==> src/rtl/counter_share_arbiter.sv <==
// counter_share_arbiter: round-robin sharing of one up-counter between two requesters,
// each getting a cleared counter enabled for exactly its latched run length.
module counter_share_arbiter #(
  parameter int WIDTH = 2
) (
  input  logic             clk,
  input  logic             reset,
  input  logic [1:0]       req,
  input  logic [WIDTH-1:0] len0,
  input  logic [WIDTH-1:0] len1,
  input  logic [WIDTH-1:0] cnt_q,
  output logic [1:0]       gnt,
  output logic [1:0]       done,
  output logic             cnt_clr,
  output logic             cnt_en
);
  localparam logic [1:0] IDLE = 2'd0, CLEAR = 2'd1, RUN = 2'd2, DONE = 2'd3;
  logic [1:0]       state;
  logic [WIDTH-1:0] len_lat;
  logic             g, ptr, win, hit;
  // on a tie the requester not served last wins; ptr holds the last served index
  assign win = &req ? ~ptr : req[1];
  assign hit = cnt_q == len_lat;
  assign cnt_en = (state == RUN) && !hit;
  always_ff @(posedge clk or posedge reset)
    if (reset) begin
      state   <= IDLE;
      gnt     <= '0;
      done    <= '0;
      cnt_clr <= 1'b0;
      len_lat <= '0;
      g       <= 1'b0;
      ptr     <= 1'b1;
    end else begin
      done    <= '0;
      cnt_clr <= 1'b0;
      case (state)
        IDLE:
          if (|req) begin
            state   <= CLEAR;
            g       <= win;
            gnt     <= win ? 2'b10 : 2'b01;
            len_lat <= win ? len1 : len0;
            cnt_clr <= 1'b1;
          end
        CLEAR, RUN:
          if (!req[g]) begin
            state <= IDLE;
            gnt   <= '0;
            ptr   <= g;
          end else if (state == CLEAR)
            state <= RUN;
          else if (hit) begin
            state <= DONE;
            done  <= g ? 2'b10 : 2'b01;
          end
        default: begin
          state <= IDLE;
          gnt   <= '0;
          ptr   <= g;
        end
      endcase
    end
endmodule

==> config.mk <==
export PLATFORM = sky130hd
export DESIGN_NAME = counter_share_arbiter
export DESIGN_NICKNAME = d
export VERILOG_FILES = /design/src/rtl/counter_share_arbiter.sv
export SDC_FILE = /design/constraint.sdc
export NUM_CORES = 1
export LEC_CHECK = 0
export ABC_AREA = 1
export BUFFER_PORTS_ARGS = -buffer_cell sky130_fd_sc_hd__buf_2
export CAP_MARGIN = 20
export CORE_MARGIN = 2
export CORE_UTILIZATION = 38
export DETAILED_ROUTE_END_ITERATION = 16
export RECOVER_POWER = 25
export SYNTH_ARGS = -nofsm -noshare
export SYNTH_HDL_FRONTEND = slang
export SYNTH_SLANG_ARGS = --single-unit
==> constraint.sdc <==
create_clock -name clk -period 1.6 [get_ports clk]
set_input_delay 0.4 -clock clk [delete_from_list [all_inputs] [get_ports clk]]
set_output_delay 0.4 -clock clk [all_outputs]
set_load 0.02 [all_outputs]
# ---- Word level (Yosys, flattened, before mapping)
# Cells that the tools add are included.
dict set report totals {
  in_bits 10
  elab_cells 48
  memories 0
  register_bits 11
  latch_bits 0
  romBits 0
  ram_bits 0
}
dict set report op_classes {
  shifts 0
  add_sub_neg 0
  bitwise 2
  eq_ne 6
  div_mod_pow 0
  multipliers 0
  n_mux 22
  n_reduce_logical 10
  n_lt_le_gt_ge 1
}
# operator count
set ops {}
lappend ops {{2-bit 2-to-1 mux} 13}
lappend ops {{2-bit AND reduction} 5}
lappend ops {{2-bit one-hot mux with 2 select lines} 2}
lappend ops {{1-bit 2-to-1 mux} 6}
lappend ops {{2-bit != test (second input constant)} 2}
lappend ops {{4-bit != test (second input constant)} 1}
lappend ops {{2-bit OR reduction} 2}
lappend ops {{2-bit by 1-bit equality test with 1-bit output (second input constant)} 1}
lappend ops {{2-bit equality test} 1}
lappend ops {{2-bit equality test (second input constant)} 1}
lappend ops {{2-bit logical NOT} 1}
lappend ops {{1-bit by 2-bit less-than comparator with 1-bit output (second input constant)} 1}
lappend ops {{1-bit inverter} 2}
lappend ops {{1-bit one-hot mux with 2 select lines} 1}
lappend ops {{1-bit logical AND} 1}
lappend ops {{1-bit logical NOT} 1}

# ---- Depth between registers and ports, before layout
# Gate-level depths: netlist of the first run.
dict set report depth {
  word_depth 5
  depth_mapped 7
}

# ---- Worst setup path after synthesis of the first run
# No wires, ideal clock.
dict set report synth_timing {
  kind {reg2out}
  startpoint {register state[0]}
  endpoint {output port cnt_en}
  arrival_ns 0.949
  setup_slack_ns 0.251
  path_stages_with_launch 5
  cell_sequence {dfrtp_1 > inv_1 > ha_1 > inv_1 > nor2_1}
}
dict set report synth_via {
  elab_chain_cells 2
}
# element line_no
set synth_rtl {}
lappend synth_rtl {{from (decl)} 18} ;# logic [1:0] state;
lappend synth_rtl {{from (signal assigned)} 27} ;# state <= IDLE;
lappend synth_rtl {{from (signal assigned)} 40} ;# state <= CLEAR;
lappend synth_rtl {{from (signal assigned)} 48} ;# state <= IDLE;
lappend synth_rtl {{2-bit equality test} 24} ;# assign cnt_en = (state == RUN) && !hit;
lappend synth_rtl {{1-bit logical AND} 24}
lappend synth_rtl {{to (decl)} 15} ;# output logic cnt_en
# Every way passes these cells.

# ---- Worst setup path in the final report of the first run
dict set report layout_timing {
  startpoint {register len_lat[1]}
  endpoint {output port cnt_en}
}
dict set report layout_via {
  elab_chain_cells 3
}
# element line_no
set layout_rtl {}
lappend layout_rtl {{from (decl)} 19} ;# logic [WIDTH-1:0] len_lat;
lappend layout_rtl {{from (signal assigned)} 43} ;# len_lat <= win ? len1 : len0;
lappend layout_rtl {{2-bit equality test} 23} ;# assign hit = cnt_q == len_lat;
lappend layout_rtl {{1-bit logical NOT} 24}
lappend layout_rtl {{1-bit logical AND} 24}
# Every way passes these cells.

==> summary.md, run 1 <==
| Metric | Value |
|---|---|
| Number of library cell types mapped by synthesis | `17` |
| Final Setup Violations | `0` |
| Post-Route WL | `1058 um` |
| Max Cap Viol | `0` |
| DRT iter0 DRCs | `7` |
| Period minus WS final | `approximately 1600 ps` |
| Seq/Total Area, Yosys | `46.23%` |
| Crit share post-route | `between 90 and 100%` |
| Synth Area in Adders | `8.368%` |
| First-pass GRT wire length | `1863 um` |
| Non-filler cells, final | `between 100 and 150` |
| Power Density | `1771 nW/um^2` |
| Rel. slew slack | `72.61%` |
| Placeable Area | `1489 um^2` |
| Synth warnings | `0` |
| Clk network pwr share | `13.8%` |
| Max frequency | `637.6 MHz` |
| Critical R2R Capture | `len_lat[0]$_DFFE_PP0P_` |
| Clk buf depth | `2` |
| Port bufs | `15` |
| CTS tree | `yes` |
| Dpl cells | `100` |
| Mapped Area | `598.1 um^2` |
| R2r startpoint | `state[1]$_DFFE_PP0P_` |
| Synthesized instance count | `just under 70` |
| Cts bufs inserted | `3` |
| Clk root buf | `clkbuf_4` |
| Final Util | `between 40 and 50%` |
| Avg WL per Cell | `around 10 um` |
| Syn nets | `83` |
| Setup TNS | `0 ps` |
| Sw Ratio | `43.07%` |
| Leak pwr | `0.3994 nW` |
| # IOs | `16` |
| CP Capture Type | `output port` |
| Setup CP Type | `reg2out` |
| RSZ-0062 raised after global routing | `yes` |
| Compound-cell area share of the yosys netlist | `between 10% and 20%` |
| Clock slew at reported path FFs | `60 ps` |
| Hold Crit Class | `in2async` |
| # diodes | `0` |
| Drt first pass iters | `4` |
| Initial antenna violation count | `0` |
| Setup WS post-layout | `31.64 ps` |
| Comb power frac | `50.4%` |
| Pint | `~0.00075 W` |
| DP Wirelength | `847.2 um` |
| Die Span Y | `between 40 and 50 um` |
| H-tree depth | `1` |
| Die X | `around 44 um` |
| NetSw | `0.0005661 W` |
| Worst reg2reg setup slack | `280 ps` |
| Total number of vias | `483` |
| Total power | `0.001314 W` |
| GRT Total Usage | `13.88%` |
| P&R area growth vs syn | `24.06%` |
| Rows | `14` |
| Yosys reg bits | `11` |
| Status | `complete, no violations` |
| Clock Skew | `2.817 ps` |
| Syn avg cell area | `8.668 um^2` |
| Vias in the first global route | `440` |
| Worst R2R Path Depth | `6` |
| Hold-fix buffers, CTS | `0` |
| Worst-path fanout max | `2` |
| Grt total ovfl | `0` |
| Vias/cell | `4.600` |
| Reg power frac | `a little over a third` |
| Layout cell share with drive strength beyond 1 | `37.08%` |
| # clock sinks | `11` |
| Final Hold Vio Count | `0` |
| DRC Markers | `0` |
| DP Worst Slack | `about 190 ps` |
| Routability Congestion | `between 0.7 and 0.8` |
| Simple-gate share of the synthesized area | `22.18%` |
| Largest family of logic cells by synthesized area | `simple AND/OR/NAND/NOR gates` |
| Initial core utilization | `40.17%` |
| XOR/XNOR Fraction of Synth Area | `around 2.9%` |
| Slew Viols, Final | `0` |
| Critical path origin | `len_lat[1]$_DFFE_PP0P_` |
| Post-route ant nets | `0` |
| Peak VDD IR | `0.7678 mV` |
| Pin count of the biggest net entering global routing | `12` |
| Skew-Pair Late Insertion Delay | `~270 ps` |
| Critical Path AT | `1170 ps` |
| Net count, final | `104` |
| Die area | `1907 um^2` |
| Post-synthesis mux area share | `0%` |
| Startpoint Class | `register` |
| Worst-margin pin slew | `410.4 ps` |
| Data required, critical path | `1200 ps` |
cells by family (layout without fill, tap and decap cells):
group           count (synthesis)  in the layout
simple gates                   30             30
compound gates                 10             10
buf+inv                        12             32
xor+xnor                        2              2
fa+ha+maj                       4              4
flops                          11             11
cell usage after synthesis:
| cell | number | area (um^2) |
|---|---|---|
| o21ai_2 | 2 | 17.52 |
| nor2_1 | 5 | 18.77 |
| a21oi_4 | 1 | 16.27 |
| inv_2 | 2 | 7.510 |
| inv_1 | 10 | 37.54 |
| nand2_1 | 16 | 60.06 |
| ha_1 | 4 | 50.05 |
| a21oi_2 | 1 | 8.760 |
| o21ai_0 | 1 | 5.000 |
| dfstp_2 | 1 | 26.28 |
| nand2_2 | 3 | 18.77 |
| dfrtp_1 | 10 | 250.2 |
| nand3_2 | 1 | 10.01 |
| a31oi_1 | 3 | 18.77 |
| nand3_1 | 5 | 25.02 |
| xnor2_1 | 2 | 17.52 |
| a21oi_1 | 2 | 10.01 |
flip-flops by register name, indices dropped and copies added, names as in the netlist:
register and count:
ptr 1, g 1, cnt_clr 1, gnt 2, state 2, len_lat 2, done 2
routing by layer:
metal	GRT usage (%)	wire [um]
met4	5.455	17
met5	0	0
met3	7.500	71
met1	17.89	486
met2	19.41	481
layout by cell type, fill, tap and decap left out, drive strengths merged:
master  count
o21ai       3
a21oi       4
nor2        5
xnor2       2
dfstp       1
clkbuf      4
buf        16
nand2      19
nand3       6
ha          4
inv        12
dfrtp      10
a31oi       3
worst max-delay path, cell delays in order (launching register included):
cell and delay, ps:
dfrtp_1 390, xnor2_1 160, nand2_1 100, inv_2 70
nor2_1 40, buf_4 140
timing repair:
item                                    CTS  global route
gates resized for setup                   3             2
setup buffers                             1             0
pin swaps                                 2             1
endpoints found under the hold margin     0             0
endpoints found under the setup margin    1             1
worst max path at each step:
stage	endpoint	slack (ps)	cells after the start
2_1_floorplan	cnt_en	250	4
3_3_place_gp	cnt_en	190	6
3_5_place_dp	cnt_en	190	6
4_1_cts	cnt_en	10	5
5_1_grt	cnt_en	-50	5
6_report	cnt_en	30	5
stage by stage:
step                      cell area [um^2]  hold WS, ps
final                                742.0        110.0
after global routing                 742.0        159.6
after CTS                            732.0        119.2
after detailed placement             693.2        406.8
after global placement               693.2        403.6
after floorplan                      598.1        251.7
power by group through the flow:
stage | logic (W) | registers, W | clock network [W]
2_1_floorplan | 0.000438 | 0.000515 | 0
3_3_place_gp | 0.000621 | 0.000476 | 0
3_5_place_dp | 0.000628 | 0.000476 | 0
4_1_cts | 0.000664 | 0.000468 | 0.000189
5_1_grt | 0.000753 | 0.000488 | 0.000200
6_report | 0.000662 | 0.000471 | 0.000182
area by class of cell:
cell class / count / area (um^2)
repair buffers: 16 / 85.08
clock buffers: 4 / 26.28
flip-flops and latches: 11 / 276.5
multi-input cells: 46 / 289.0
well taps: 16 / 20.02
inverters: 12 / 45.04
fillers: 147 / 747.0
No activity file was read; power rests on OpenSTA's default activity.
==> inputs of run 2 (changes only) <==
Settings changed: CELL_PAD_IN_SITES_DETAIL_PLACEMENT set to 1, CELL_PAD_IN_SITES_GLOBAL_PLACEMENT set to 2, CORE_UTILIZATION 38 to 28, PLACE_DENSITY_LB_ADDON set to 0.1.
==> run 2 against run 1 <==
Final cell count increased by 13%. Setup slack got worse by 8.1 ps. Combinational power increased by 12%. Clock power increased by 7%. Global-route usage decreased by 0.60 points. Sequential power decreased by 1%. Sequential share of layout area decreased by 1.8 points. Critical path depth unchanged. Hold slack improved by 15 ps. Total power increased by 6.7%. Critical path type unchanged. Critical endpoint unchanged. Largest power group unchanged.
==> summary.md, run 2 (same netlist as run 1, synthesis figures left out) <==
| Metric | Value |
|---|---|
| Status | `complete, no violations` |
| Total number of vias | `513 (+6.2%)` |
| Post-route cell area | `779.5 um^2 (+5.1%)` |
| Die Span Y | `50.22 um (+15%)` |
| Placeable Area | `1982 um^2 (+33%)` |
| # clock sinks | `11 (unchanged)` |
| Multi-input gate area | `286.5 um^2 (-0.87%)` |
| Skew-Pair Late Insertion Delay | `260 ps (about the same)` |
| Die X | `50.22 um (+15%)` |
| CP max stage delay | `400 ps (about the same)` |
| Post-Route WL | `1329 um (+26%)` |
| P&R area growth vs syn | `30.33%` |
| GRT Total Usage | `13.28% (-0.60 points)` |
| Peak VDD IR | `0.5748 mV (-25%)` |
| Startpoint Class | `register` |
| Pin count of the biggest net entering global routing | `12 (unchanged)` |
| Worst R2R Path Depth | `6 (unchanged)` |
| Commonest cells after routing, fill and taps aside | `nand2_1, buf_2, dfrtp_1, inv_1, nand3_1` |
| Leak pwr | `0.4148 nW (+3.9%)` |
| Post-route ant nets | `0 (unchanged)` |
| DRT iter0 DRCs | `4 (-3)` |
| Port bufs | `15 (unchanged)` |
| Hold Crit Class | `in2async` |
| Rel. slew slack | `70.10% (-2.5 points)` |
| DRC Markers | `0 (unchanged)` |
| R2r startpoint | `state[1]$_DFFE_PP0P_` |
| Total power | `0.001403 W (+6.7%)` |
| Clk root buf | `clkbuf_4` |
| H-tree depth | `1 (unchanged)` |
| Critical R2R Capture | `len_lat[1]$_DFFE_PP0P_` |
| Routability Congestion | `0.6731 (-12%)` |
| # IOs | `16 (unchanged)` |
| Placed inst area | `706.9 um^2 (+2.0%)` |
| DP Worst Slack | `162.8 ps (-23.82 ps)` |
| Data required, critical path | `1200 ps (about the same)` |
| Max Cap Viol | `0 (unchanged)` |
| Worst-margin pin slew | `448.0 ps (+37.56 ps)` |
| Rows | `16 (+2)` |
| Final Hold Vio Count | `0 (unchanged)` |
| Drt first pass iters | `4 (unchanged)` |
| Period minus WS final | `1577 ps (+8.150 ps)` |
| Worst-path fanout max | `2 (unchanged)` |
| Die area | `2522 um^2 (+32%)` |
| Net count, final | `107 (+2.9%)` |
| Clk buf depth | `2 (unchanged)` |
| # diodes | `0 (unchanged)` |
| Slew Viols, Final | `0 (unchanged)` |
| RSZ-0062 raised after global routing | `yes` |
| Layout cell share with drive strength beyond 1 | `40.22% (+3.1 points)` |
| Initial antenna violation count | `0 (unchanged)` |
| Initial core utilization | `30.18% (-10 points)` |
| Vias/cell | `4.311 (-6.3%)` |
| Hold-fix buffers, CTS | `0 (unchanged)` |
| Final Setup Violations | `0 (unchanged)` |
| Critical-path cell list | `xnor2_1, nand2_1, inv_2, nor2_4, buf_6` |
| Critical Path AT | `1180 ps (about the same)` |
| Avg WL per Cell | `11.17 um (+11%)` |
| Grt total ovfl | `0 (unchanged)` |
| Worst reg2reg setup slack | `240 ps (-40 ps)` |
| Clock Skew | `1.434 ps (-1.383 ps)` |
| Power Density | `1800 nW/um^2 (+1.6%)` |
| Clock slew at reported path FFs | `80 ps (+20 ps)` |
| Vias in the first global route | `551 (+25%)` |
| Crit-path slowest cell | `dfrtp_1` |
| Most common cell after layout, fill and taps aside | `nand2_1` |
| Setup WS post-layout | `23.49 ps (-8.150 ps)` |
| Max frequency | `634.3 MHz (-0.52%)` |
| Seq. cell area | `276.5 um^2 (unchanged)` |
| Crit share post-route | `98.53% (+0.51 points)` |
| Fillers | `245 (+67%)` |
| CP Capture Type | `output port` |
| DP Wirelength | `1020 um (+20%)` |
| CTS tree | `yes` |
| Cts bufs inserted | `3 (unchanged)` |
| First-pass GRT wire length | `2401 um (+29%)` |
| Setup CP Type | `reg2out` |
-- run 2: changes by cell type in the layout (fill, tap and decap cells not counted) --
cell / before / now
buf_4: 2 / 4
buf_6: 0 / 1
nor2_1: 5 / 4
ha_4: 1 / 0
ha_2: 0 / 1
nor2_4: 0 / 1
-- run 2: critical path, delay by kind of cell (launching register included) --
family                    cells  cell delay [ps]
DFF                           1              400
and+or+nand+nor               2              210
buffers and inverters         2              170
xor gates and xnor gates      1              130
-- run 2: layout make-up --
| class | instances | share of cell area [%] |
|---|---|---|
| sequential | 11 | 35.47 |
| multi-input combinational | 46 | 36.76 |
| clock buffer | 4 | 3.371 |
| tap | 27 | 4.334 |
| inverter | 12 | 5.778 |
| timing repair buffer | 19 | 14.29 |
-- run 2: worst max-delay path by stage --
stage / startpoint / to / slack (ps) / depth (start not counted)
2_1_floorplan: state[0]$_DFFE_PP0P_ / cnt_en / 250 / 4
4_1_cts: len_lat[0]$_DFFE_PP0P_ / cnt_en / -4 / 5
6_report: len_lat[0]$_DFFE_PP0P_ / cnt_en / 20 / 5
3_3_place_gp: cnt_q[0] / cnt_en / 170 / 6
5_1_grt: len_lat[0]$_DFFE_PP0P_ / cnt_en / -50 / 5
3_5_place_dp: cnt_q[0] / cnt_en / 160 / 6
-- run 2: per-stage QoR --
step	TNS (ps)	hold WS [ps]	utilization, %	cells
after global routing	-52.35	162.4	39.33	119
after floorplan	0	251.7	-	69
final	0	124.7	39.33	119
after global placement	0	435.4	35.67	111
after CTS	-3.636	146.7	37.88	117
after detailed placement	0	441.9	35.67	111
-- run 2: power breakdown --
part | switching (W) | internal (W) | total, W
combinational | 0.000442 | 0.000302 | 0.000744
sequential | 0.0000640 | 0.000401 | 0.000465
clock | 0.0000975 | 0.0000963 | 0.000194
-- run 2: what timing repair did --
action | in CTS | in global routing
setup endpoints to repair | 1 | 1
resized for setup | 2 | 5
setup buffers | 2 | 2
pin swaps | 2 | 2
-- run 2: metal layers --
metal | track usage, % | vias up | routed length (um)
met5 | 0 | - | 0
met4 | 8.333 | 0 | 19
met3 | 3.571 | 2 | 58
met2 | 19.52 | 10 | 588
met1 | 17.14 | 237 | 663
li1 | - | 264 | -
==> inputs of run 3 (changes only) <==
Settings changed: GPL_TIMING_DRIVEN set to 0, RECOVER_POWER 25 to 100.
==> run 3 against run 2 <==
Clock skew increased by 4.2 ps. Combinational power decreased by 11%. Total power is 5.3% lower. First-iteration DRC count is 50% lower. Clock-buffer cell count unchanged. Clock power up 3%. Critical path depth is the same. Via count decreased by 2.9%. Setup slack worse by 3.9 ps. Die area did not move. Flip-flop and latch count unchanged. Routed wire length fell by 1.7%. Critical path type unchanged. Largest power group unchanged.
==> summary.md, run 3 (same netlist as run 1, synthesis figures left out) <==
| Metric | Value |
|---|---|
| Status | `complete, no violations` |
| Pin count of the biggest net entering global routing | `12 (unchanged)` |
| Drt first pass iters | `4 (unchanged)` |
| Hold-fix buffers, CTS | `0 (unchanged)` |
| Post-Route WL | `1307 um (-1.7%)` |
| Dpl cells | `111 (unchanged)` |
| Initial core utilization | `30.18% (unchanged)` |
| # diodes | `0 (unchanged)` |
| Initial antenna violation count | `0 (unchanged)` |
| Power Density | `1785 nW/um^2 (-0.81%)` |
| Fillers | `243 (-0.82%)` |
| Seq. cell area | `276.5 um^2 (unchanged)` |
| Skew-Pair Late Insertion Delay | `270 ps (about the same)` |
| Leak pwr | `0.3978 nW (-4.1%)` |
| R2r startpoint | `state[1]$_DFFE_PP0P_` |
| H-tree depth | `1 (unchanged)` |
| Net count, final | `105 (-1.9%)` |
| Rows | `16 (unchanged)` |
| Data required, critical path | `1200 ps (about the same)` |
| Port bufs | `15 (unchanged)` |
| RSZ-0062 raised after global routing | `yes` |
| Setup CP Type | `reg2out` |
| Max Cap Viol | `0 (unchanged)` |
| Placeable Area | `1982 um^2 (unchanged)` |
| Avg WL per Cell | `11.17 um (about the same)` |
| Crit share post-route | `98.78% (+0.25 points)` |
| Worst-path fanout max | `2 (unchanged)` |
| Final Setup Violations | `0 (unchanged)` |
| CTS tree | `yes` |
| Critical path origin | `state[0]$_DFFE_PP0P_` |
| Critical Path AT | `1180 ps (about the same)` |
| Max frequency | `632.7 MHz (-0.25%)` |
| Vias/cell | `4.256 (-1.3%)` |
| Die X | `50.22 um (unchanged)` |
| Routability Congestion | `0.6802 (+1.1%)` |
| DRT iter0 DRCs | `2 (-2)` |
| CP Capture Type | `output port` |
| Grt total ovfl | `0 (unchanged)` |
| DP Wirelength | `1039 um (+1.9%)` |
| Rel. slew slack | `70.55% (+0.44 points)` |
| P&R area growth vs syn | `24.48%` |
| Most common cell after layout, fill and taps aside | `nand2_1` |
| Clock Skew | `5.589 ps (+4.156 ps)` |
| Final Util | `37.56% (-1.8 points)` |
| Post-route ant nets | `0 (unchanged)` |
| Hold Crit Class | `in2async` |
| Final Hold Vio Count | `0 (unchanged)` |
| Worst-margin pin slew | `441.3 ps (-6.658 ps)` |
| Non-filler cells, final | `117 (-1.7%)` |
| GRT Total Usage | `12.70% (-0.59 points)` |
| Clock slew at reported path FFs | `80 ps (about the same)` |
| Clk buf depth | `2 (unchanged)` |
| # clock sinks | `11 (unchanged)` |
| Slew Viols, Final | `0 (unchanged)` |
| Final hold slack | `108.5 ps (-16.21 ps)` |
| Commonest cells after routing, fill and taps aside | `nand2_1, inv_1, dfrtp_1, buf_2` |
| Clk root buf | `clkbuf_4` |
| Die area | `2522 um^2 (unchanged)` |
| # IOs | `16 (unchanged)` |
| First-pass GRT wire length | `2325 um (-3.2%)` |
| Cts bufs inserted | `3 (unchanged)` |
| Startpoint Class | `register` |
| DRC Markers | `0 (unchanged)` |
| Layout cell share with drive strength beyond 1 | `28.89% (-11 points)` |
| Peak VDD IR | `0.6262 mV (+8.9%)` |
| Vias in the first global route | `551 (unchanged)` |
| Total number of vias | `498 (-2.9%)` |
| Period minus WS final | `1580 ps (+3.920 ps)` |
| Die Span Y | `50.22 um (unchanged)` |
| Multi-input gate area | `276.5 um^2 (-3.5%)` |
run 3: changes by cell type in the layout (fill, tap and decap cells not counted), moves of 2 or more:
cell | before | now
xnor2_1 | 2 | 0
inv_2 | 4 | 2
buf_2 | 14 | 9
clkbuf_1 | 1 | 6
inv_1 | 8 | 10
xnor2_2 | 0 | 2
run 3: stage by stage:
stage | TNS (ps) | power [W] | area [um^2] | worst slack (ps)
global route | -85.95 | 0.001461 | 744.5 | -61.10
floorplan | 0 | 0.0009531 | 598.1 | 250.6
finish | 0 | 0.001329 | 744.5 | 19.57
detailed placement | 0 | 0.001123 | 706.9 | 157.9
global placement | 0 | 0.001116 | 706.9 | 161.1
CTS | -14.57 | 0.001374 | 750.7 | -14.57
run 3: area by class of cell:
class | instances | area share [%]
inverters | 12 | 6.050
clock buffers | 4 | 3.529
multi-input cells | 46 | 37.14
flip-flops and latches | 11 | 37.14
well taps | 27 | 4.538
repair buffers | 17 | 11.60
run 3: final timing paths:
path	slack (ps)	endpoint	depth (start not counted)
worst max-delay path	20	cnt_en	5
worst min register to register	450	done[0]$_DFF_PP0_	1
max in group asynchronous	1160	ptr$_DFFE_PP1P_	2
worst max register to register	170	gnt[1]$_DFFE_PP0P_	6
min in group clk	370	len_lat[1]$_DFFE_PP0P_	3
worst min-delay path	110	done[0]$_DFF_PP0_	2
run 3: power by group:
group          leakage (nW)  switching, W  internal, W  total, W
Sequential            0.137     0.0000695     0.000401  0.000471
Combinational         0.246      0.000404     0.000255  0.000660
Clock                0.0150      0.000102    0.0000967  0.000199
Total                 0.398      0.000576     0.000753   0.00133
run 3: worst max-delay path: stages, from the launching register on:
cell and delay (ps):
dfrtp_1 380, inv_1 80, ha_1 170, inv_1 50, nor2_1 100, buf_4 140
run 3: routing by layer:
| layer | wire length (um) | track usage, % | up-vias |
|---|---|---|---|
| li1 | - | - | 257 |
| met3 | 81 | 5.060 | 2 |
| met4 | 13 | 6.944 | 0 |
| met2 | 625 | 21.27 | 14 |
| met5 | 0 | 0 | - |
| met1 | 587 | 13.51 | 225 |
run 3: what timing repair did:
item	in CTS	in global routing
pin swaps	2	2
buffers inserted	2	0
setup endpoints to repair	1	1
cloned	0	0
resized for setup	2	3
